<file path="src/rtl/countdown_timer_pkg.sv">
// Shared definitions for the countdown timer: FSM state encoding and default count width.
package countdown_timer_pkg;

    localparam int CNT_W = 6;

    typedef enum logic [1:0] {
        IDLE = 2'd0,
        RUN  = 2'd1,
        DONE = 2'd2
    } state_t;

endpackage

</file>
<file path="src/rtl/countdown_timer_if.sv">
// Control handshake between a controller (master) and the countdown timer (slave).
interface countdown_timer_if #(
    parameter int WIDTH = 6
);
    logic             en;
    logic             start;
    logic [WIDTH-1:0] load_val;
    logic             abort;
    logic [WIDTH-1:0] count;
    logic             busy;
    logic             done;

    modport master (
        output en, start, load_val, abort,
        input  count, busy, done
    );

    modport slave (
        input  en, start, load_val, abort,
        output count, busy, done
    );
endinterface

</file>
<file path="src/rtl/countdown_timer_dec_nbit.sv">
// WIDTH-bit combinational decrementer: adds all-ones with no carry-in.
module dec_nbit #(
    parameter int WIDTH = 6
) (
    input  logic [WIDTH-1:0] a,
    output logic [WIDTH-1:0] y
);
    assign y = a + {WIDTH{1'b1}};
endmodule

</file>
<file path="src/rtl/countdown_timer.sv">
// Loadable down-counter with start/busy/done handshake and abort.
// Define COUNTDOWN_AUTORELOAD_EN for periodic reload instead of one-shot runs.
module countdown_timer
    import countdown_timer_pkg::*;
#(
    parameter int WIDTH = CNT_W
) (
    input  logic               clk,
    input  logic               res,
    countdown_timer_if.slave   bus
);
    localparam logic [WIDTH-1:0] ONE = WIDTH'(1);

    state_t           state_q, state_d;
    logic [WIDTH-1:0] count_q, count_d;
    logic [WIDTH-1:0] count_dec;
`ifdef COUNTDOWN_AUTORELOAD_EN
    logic [WIDTH-1:0] reload_q, reload_d;
    logic             tick_q, tick_d;
`endif

    dec_nbit #(.WIDTH(WIDTH)) u_dec (
        .a (count_q),
        .y (count_dec)
    );

    always_ff @(posedge clk or negedge res) begin
        if (!res) begin
            state_q  <= IDLE;
            count_q  <= '0;
`ifdef COUNTDOWN_AUTORELOAD_EN
            reload_q <= '0;
            tick_q   <= 1'b0;
`endif
        end else begin
            state_q  <= state_d;
            count_q  <= count_d;
`ifdef COUNTDOWN_AUTORELOAD_EN
            reload_q <= reload_d;
            tick_q   <= tick_d;
`endif
        end
    end

    always_comb begin
        state_d  = state_q;
        count_d  = count_q;
`ifdef COUNTDOWN_AUTORELOAD_EN
        reload_d = reload_q;
        tick_d   = 1'b0;
`endif
        case (state_q)
            RUN: begin
                // abort takes priority over the final decrement
                if (bus.abort) begin
                    state_d = IDLE;
                    count_d = '0;
                end else if (bus.en) begin
                    if (count_q == ONE) begin
`ifdef COUNTDOWN_AUTORELOAD_EN
                        count_d = reload_q;
                        tick_d  = 1'b1;
`else
                        state_d = DONE;
                        count_d = '0;
`endif
                    end else begin
                        count_d = count_dec;
                    end
                end
            end
            default: begin
                // IDLE and DONE accept start identically, so runs can chain without a gap
                state_d = IDLE;
                count_d = '0;
                if (bus.start && !bus.abort) begin
`ifdef COUNTDOWN_AUTORELOAD_EN
                    reload_d = bus.load_val;
`endif
                    if (bus.load_val != '0) begin
                        state_d = RUN;
                        count_d = bus.load_val;
                    end else begin
                        state_d = DONE;
                    end
                end
            end
        endcase
    end

    assign bus.count = count_q;
    assign bus.busy  = (state_q == RUN);
`ifdef COUNTDOWN_AUTORELOAD_EN
    assign bus.done  = (state_q == DONE) || tick_q;
`else
    assign bus.done  = (state_q == DONE);
`endif

endmodule

</file>
<file path="src/flat_wrapper.sv">
// flat-port wrapper written by rule: the top's interface ports become plain ports
module countdown_timer_flat import countdown_timer_pkg::*;
#(
    parameter int WIDTH = CNT_W
)
  (clk, res, bus_en, bus_start, bus_load_val, bus_abort, bus_count, bus_busy, bus_done);
  countdown_timer_if #(.WIDTH(WIDTH)) bus_i ();
  input  logic clk;
  input  logic res;
  input wire logic [$bits(bus_i.en)-1:0] bus_en;
  input wire logic [$bits(bus_i.start)-1:0] bus_start;
  input wire logic [$bits(bus_i.load_val)-1:0] bus_load_val;
  input wire logic [$bits(bus_i.abort)-1:0] bus_abort;
  output wire logic [$bits(bus_i.count)-1:0] bus_count;
  output wire logic [$bits(bus_i.busy)-1:0] bus_busy;
  output wire logic [$bits(bus_i.done)-1:0] bus_done;
  assign bus_i.en = bus_en;
  assign bus_i.start = bus_start;
  assign bus_i.load_val = bus_load_val;
  assign bus_i.abort = bus_abort;
  assign bus_count = bus_i.count;
  assign bus_busy = bus_i.busy;
  assign bus_done = bus_i.done;
  countdown_timer #(.WIDTH(WIDTH)) u_core (.clk(clk), .res(res), .bus(bus_i));
endmodule
</file>
<file path="config.mk">
export PLATFORM = sky130hd
export DESIGN_NAME = countdown_timer_flat
export DESIGN_NICKNAME = d
export VERILOG_FILES = /design/src/rtl/countdown_timer_pkg.sv /design/src/rtl/countdown_timer_if.sv /design/src/rtl/countdown_timer_dec_nbit.sv /design/src/rtl/countdown_timer.sv /design/src/flat_wrapper.sv
export SDC_FILE = /design/constraint.sdc
export NUM_CORES = 1
export LEC_CHECK = 0
export ABC_AREA = 1
export CORE_UTILIZATION = 35
export CTS_CLUSTER_DIAMETER = 60
export DETAILED_ROUTE_END_ITERATION = 8
export HOLD_SLACK_MARGIN = 0.03
export PLACE_DENSITY = 0.78
export SLEW_MARGIN = 20
export SYNTH_ARGS = -nofsm -noshare
export SYNTH_HDL_FRONTEND = slang
export SYNTH_SLANG_ARGS = --single-unit
</file>
<file path="constraint.sdc">
create_clock -name clk -period 1.11 [get_ports clk]
set_input_delay 0.2775 -clock clk [delete_from_list [all_inputs] [get_ports clk]]
set_output_delay 0.2775 -clock clk [all_outputs]
set_load 0.05 [all_outputs]
</file>
==> results.md, run 1 <==
- GRT Total Usage: 0.266
- Antenna Cells: 0
- Largest net degree at the start of global routing: 9
- FFs w/ async S/R, synth: 1.00
- Relative slew margins: 0.751
- Post-DP HPWL: 1.29 mm
- Via count: 716
- Max-cap violation count: 0
- Gr ovfl total: 0
- Hold Buf Count CTS: 0
- DRT Pass-1 Iters: 4
- Cell with the most instances after synthesis: nor2_1
- Gpl congestion: 0.846
- Seq/Total Area, Yosys: 0.365
- Worst path arrival time: 990 ps
- PortBufs: 18
- Ratio of total power to cell area: 2590 nW/um2
- Count of flip-flops with a built-in enable after synthesis: 0
- Routed WL per cell: 14.7 um
- Antenna-violating nets left: 0
- Post-DP Area: 956 um2
- DRC: 0
- Slew @ Worst Pin: 372 ps
- Hold Path Class: in -> async
- Core box area: 1380 um2
- Final Net Count: 140
- Flop and latch count out of synthesis: 8
- Share of post-route cells with drive strength above 1: 0.587
- Maximum fanout along the worst path: 3
- Placed insts: 124
- Clock Tree Root: clkbuf_4
- Vias in the first global route: 753
- Final Hold Fails: 0
- Final min period: 1260 ps
- Area share of the largest cell type after synthesis: 0.365
- Synth Warn #: 0
- Ranking of synthesized cells by area: dfrtp_1 (37%), nor2_1 (10%), a21oi_1 (9.1%)
- Chip height: 41.6 um
- Die X: 41.6 um
- Clock Latency Late Sink: 270 ps
- Synth Cell Area: 548 um2
- Setup violators final: 15
- Count of different cell masters after synthesis: 17
- Clock tree sinks: 8
- # rows: 13
- Setup crit end kind: output pin
- Tcrit/Tclk final: 1.14
- CP Launch Type: flip-flop
- Num CTS Buffers: 3
- Number of H-tree levels: 1
- Total wire length: 2.07 mm
- Dominant cell type by area after synthesis: dfrtp_1
- Setup WS pre-CTS: -402 ps
- Post-synthesis cell count: 75
- Worst-path clk slew: 60 ps
- FMAX: 792 MHz
- Main synth FF type: dfrtp_1
- WP data required: 830 ps
- Final Cell Area: 1210 um2
- IO Count: 19
- Slew Viols, Final: 0
- Clock skew: 13.9 ps
- Peak VDD IR: 1.72 mV
- CTS tree: built
- Setup WS post-layout: -153 ps
- Net Count, Synth: 88
- Post-route insts no fill: 141
- Unrepaired setup endpoints after global routing: yes
- Syn Area/Cell: 7.31 um2
- First-pass GRT wire length: 3.39 mm
- Antenna violations before repair: 0
- Iteration-0 DRC Markers: 17
- Violated checks: negative setup slack
- Worst Setup Path Type: reg -> out
- Outcome: finished, violations left
- WHS: 288 ps
- Via density: 5.08
- CTS Buffer Depth: 2
- P&R area growth vs syn: 121%
- Leakage: 0.563 nW
- Initial core utilization: 0.396
- Commonest cells post-synth: nor2_1 (15), a21oi_1 (10), nand2_1 (10), nand3_1 (9), dfrtp_1 (8)
- Die area: 1730 um2
-- registers in the layout, indices dropped and copies added, names as in the netlist --
name,count
u_core.bus.count,6
u_core.state_q,2
-- cell usage in the layout, fill, tap and decap left out, drive strengths merged --
master         synthesis  routed
buf                    0      37
nor2                  18      18
nand2                 12      12
a21oi                 10      10
inv                   10      10
clkdlybuf4s50          0       9
nand3                  9       9
dfrtp                  8       8
clkbuf                 0       4
nor3                   2       2
ha                     2       2
o2bb2ai                1       1
a21o                   1       1
o21bai                 1       1
xor2                   1       1
dlygate4sd2            0       1
-- report_power, final --
group          switching [mW]  internal (mW)
clock                   0.111          0.138
sequential              0.117          0.404
combinational            1.18           1.19
-- stage by stage --
stage / setup TNS (ps) / utilization / power (mW)
4_1_cts: -1360 / 0.852 / 2.96
3_3_place_gp: -2400 / 0.691 / 2.15
3_5_place_dp: -2930 / 0.691 / 2.21
5_1_grt: -2290 / 0.875 / 3.27
2_1_floorplan: -865 / - / 1.36
6_report: -1600 / 0.875 / 3.13
-- cell families (layout without fill, tap and decap cells) --
family | after synthesis | count (layout) | share of synthesized area
simple gates | 41 | 41 | 0.358
compound gates | 13 | 13 | 0.146
buf+inv | 10 | 61 | 0.0685
flops | 8 | 8 | 0.365
fa+ha+maj | 2 | 2 | 0.0457
xor+xnor | 1 | 1 | 0.0160
-- timing repair --
action,4_1_cts,5_1_grt
pin swaps,5,6
gates resized for setup,27,9
endpoints found under the setup margin,16,16
setup buffers,13,0
endpoints found under the hold margin,0,0
-- worst max-delay path, cell delays in order (launching register included) --
cell and delay (ps):
dfrtp_2 440, buf_6 140, buf_12 140
-- worst paths after layout --
| kind | cells after the start | slack, ps | end | startpoint |
|---|---|---|---|---|
| setup reg to reg | 6 | -110 | u_core.bus.count[5] | u_core.state_q[0] |
| min in group clk | 3 | 620 | u_core.state_q[1] | bus_abort |
| hold reg to reg | 3 | 730 | u_core.bus.count[3] | u_core.bus.count[3] |
| max in group asynchronous | 1 | 520 | u_core.bus.count[2] | res |
| setup / recovery | 2 | -150 | bus_count[0] | u_core.bus.count[0] |
| hold / removal | 1 | 290 | u_core.bus.count[5] | res |
-- final cells by class --
cell class	count	area, um2
sequential	8	206
clock buffer	4	26.3
fill	67	173
tap	15	18.8
inverter	10	45.0
timing repair buffer	47	518
multi-input combinational	57	395
-- routing by layer --
layer  up-vias  GRT usage  share of wire
li1        346          -              -
met1       331      0.316           0.43
met2        31      0.434           0.50
met3         8     0.0130          0.030
met4         0      0.226          0.044
met5         -          0              0
(Power assumes the default switching activity.)
==> run 2: changes to the inputs <==
--- a/config.mk
+++ b/config.mk
@@ -11,7 +11,7 @@
 export DETAILED_ROUTE_END_ITERATION = 8
 export HOLD_SLACK_MARGIN = 0.03
 export PLACE_DENSITY = 0.78
-export SLEW_MARGIN = 20
+export SLEW_MARGIN = 30
 export SYNTH_ARGS = -nofsm -noshare
 export SYNTH_HDL_FRONTEND = slang
 export SYNTH_SLANG_ARGS = --single-unit
==> results of run 2 <==
The final DEF is identical to that of run 1; final timing and power are the same.
==> run 3: changes to the inputs <==
--- a/config.mk
+++ b/config.mk
@@ -7,10 +7,10 @@
 export LEC_CHECK = 0
 export ABC_AREA = 1
 export CORE_UTILIZATION = 35
-export CTS_CLUSTER_DIAMETER = 60
 export DETAILED_ROUTE_END_ITERATION = 8
+export DONT_BUFFER_PORTS = 1
 export HOLD_SLACK_MARGIN = 0.03
-export PLACE_DENSITY = 0.78
+export PLACE_DENSITY = 0.62
 export SLEW_MARGIN = 30
 export SYNTH_ARGS = -nofsm -noshare
 export SYNTH_HDL_FRONTEND = slang
==> run 3 against run 2 <==
  * Largest power group unchanged
  * Register-to-register slack got worse by 20 ps
  * Critical path type unchanged
  * Final area is 25% lower
  * Global-route usage down 7.6 points
  * Final cell count decreased by 18%
  * The run still ends with negative setup slack left
==> results.md, run 3 (synthesized netlist as in run 1, its figures left out) <==
- Post-DP Area: 713 um2 (-25%)
- CP bufs+invs: 3 (+1)
- Final min period: 1290 ps (+29.9 ps)
- Setup tns final: -1180 ps (+421 ps)
- Worst path slowest cell: dfrtp_1
- Worst path arrival time: 1020 ps (+30 ps)
- Final Cell Area: 902 um2 (-25%)
- Tcrit/Tclk final: 1.16 (+0.0270)
- Die area: 1730 um2 (unchanged)
- Final Net Count: 115 (-18%)
- Switching pwr: 1.20 mW (-15%)
- Origin of the worst min-delay path: bus_load_val[0]
- Initial core utilization: 0.396 (unchanged)
- WHS: 235 ps (-53.1 ps)
- Commonest non-fill, non-tap cell in the layout: nor2_1
- Total wire length: 1.60 mm (-23%)
- Gpl congestion: 0.804 (-4.9%)
- Commonest non-fill, non-tap cells in the layout: nor2_1 (13), buf_4 (11), nand2_1 (10), a21oi_1 (9), buf_6 (7)
- IO Count: 19 (unchanged)
- Gr ovfl total: 0 (unchanged)
- Num CTS Buffers: 3 (unchanged)
- Ratio of total power to cell area: 2710 nW/um2 (+4.9%)
- Max FFs per register: 6 (unchanged)
- Critical Path Max Stage Delay: 350 ps (-90 ps)
- Number of H-tree levels: 1 (unchanged)
- Crit-path cells: inv_2, buf_4, nor2_4, buf_12
- Outcome: finished, violations left
- Clock Latency Late Sink: 250 ps (-20 ps)
- Setup crit end kind: output pin
- CTS tree: built
- Comb pwr share: 0.668 (-0.086)
- DRT Pass-1 Iters: 4 (unchanged)
- Antenna Cells: 0 (unchanged)
- Antenna violations before repair: 0 (unchanged)
- # rows: 13 (unchanged)
- Internal Pwr Total: 1.25 mW (-28%)
- Peak VDD IR: 1.37 mV (-20%)
- WP data required: 830 ps (about the same)
- Slew Viols, Final: 0 (unchanged)
- Antenna-violating nets left: 0 (unchanged)
- Vias in the first global route: 624 (-17%)
- Clock Tree Root: clkbuf_4
- Sequential share of power: 0.233 (+0.067)
- First-pass GRT wire length: 2.53 mm (-25%)
- Share of post-route cells with drive strength above 1: 0.505 (-0.0824)
- Crit path launch: u_core.state_q[1]
- P&R area growth vs syn: 64.6%
- CTS Buffer Depth: 2 (unchanged)
- Slew @ Worst Pin: 406 ps (+34.5 ps)
- Final Hold Fails: 0 (unchanged)
- Metal-1 WL: 716 um (-19%)
- Utilization after layout: 0.652 (-0.223)
- FMAX: 774 MHz (-2.3%)
- Setup WS pre-CTS: -91.9 ps (+310 ps)
- Via density: 5.47 (+7.6%)
- Die X: 41.6 um (unchanged)
- PortBufs: 0 (-18)
- Clock tree sinks: 8 (unchanged)
- Placed insts: 105 (-15%)
- Core box area: 1380 um2 (unchanged)
- Routed WL per cell: 13.8 um (-6.2%)
- Crit path max-delay family: flip-flops
- Fillers: 99 (+48%)
- Clock skew: 1.45 ps (-12.5 ps)
- Relative slew margins: 0.728 (-0.0231)
- Setup violators final: 15 (unchanged)
- Violated checks: negative setup slack
- Unrepaired setup endpoints after global routing: yes
- Sw Share: 0.489 (+0.0404)
- Clk pwr share: 0.100 (+0.020)
- Uppermost layer routed: met4
- Via count: 634 (-11%)
- Setup WS post-layout: -183 ps (-29.9 ps)
- Leakage: 0.418 nW (-26%)
- GRT Total Usage: 0.190 (-0.0759)
- Hold Path Class: in -> reg
- DRC: 0 (unchanged)
- Reg2reg start: u_core.state_q[1]
- Max-cap violation count: 0 (unchanged)
- Post-route insts no fill: 116 (-18%)
- Largest net degree at the start of global routing: 9 (unchanged)
- Routed length on met2: 715 um (-31%)
- Worst-path clk slew: 60 ps (about the same)
- Worst Setup Path Type: reg -> out
- CP Launch Type: flip-flop
- Final Power: 2.45 mW (-22%)
- Post-DP HPWL: 1.06 mm (-17%)
- Reg-to-reg slack, setup: -130 ps (-20 ps)
- Maximum fanout along the worst path: 2 (-1)
- Chip height: 41.6 um (unchanged)
- Met3 WL: 115 um (+83%)
- Iteration-0 DRC Markers: 20 (+3)
[run 3: worst paths after layout]
check                      depth (start not counted)                  end
hold / removal                                     2  u_core.bus.count[0]
setup reg to reg                                   7  u_core.bus.count[4]
setup / recovery                                   4             bus_done
min in group asynchronous                          1  u_core.bus.count[5]
hold reg to reg                                    2  u_core.bus.count[4]
max in group asynchronous                          1  u_core.bus.count[0]
[run 3: layout make-up]
cell class,instances,area (um2),share of cell area
Sequential cell,8,206,0.229
Multi-Input combinational cell,57,379,0.420
Inverter,10,45.0,0.0499
Timing Repair Buffer,22,226,0.251
Tap cell,15,18.8,0.0208
Clock buffer,4,26.3,0.0291
[run 3: timing repair]
| item | in CTS | in global routing |
|---|---|---|
| hold buffers | 1 | 0 |
| setup buffers | 5 | 2 |
| hold endpoints to repair | 8 | 0 |
| setup endpoints to repair | 13 | 16 |
| gates resized for setup | 18 | 6 |
| pin swaps | 2 | 0 |
[run 3: routing by layer]
metal	up-vias	track usage
met5	-	0
met4	0	0.0968
met3	6	0.0304
met2	37	0.313
met1	293	0.238
li1	298	-
[run 3: power by group through the flow]
stage / logic [mW] / registers, mW / clock network [mW]
final: 1.63 / 0.570 / 0.245
after global routing: 1.73 / 0.580 / 0.264
after CTS: 1.53 / 0.550 / 0.245
after detailed placement: 1.25 / 0.538 / 0
after global placement: 1.24 / 0.534 / 0
after floorplan: 0.559 / 0.800 / 0
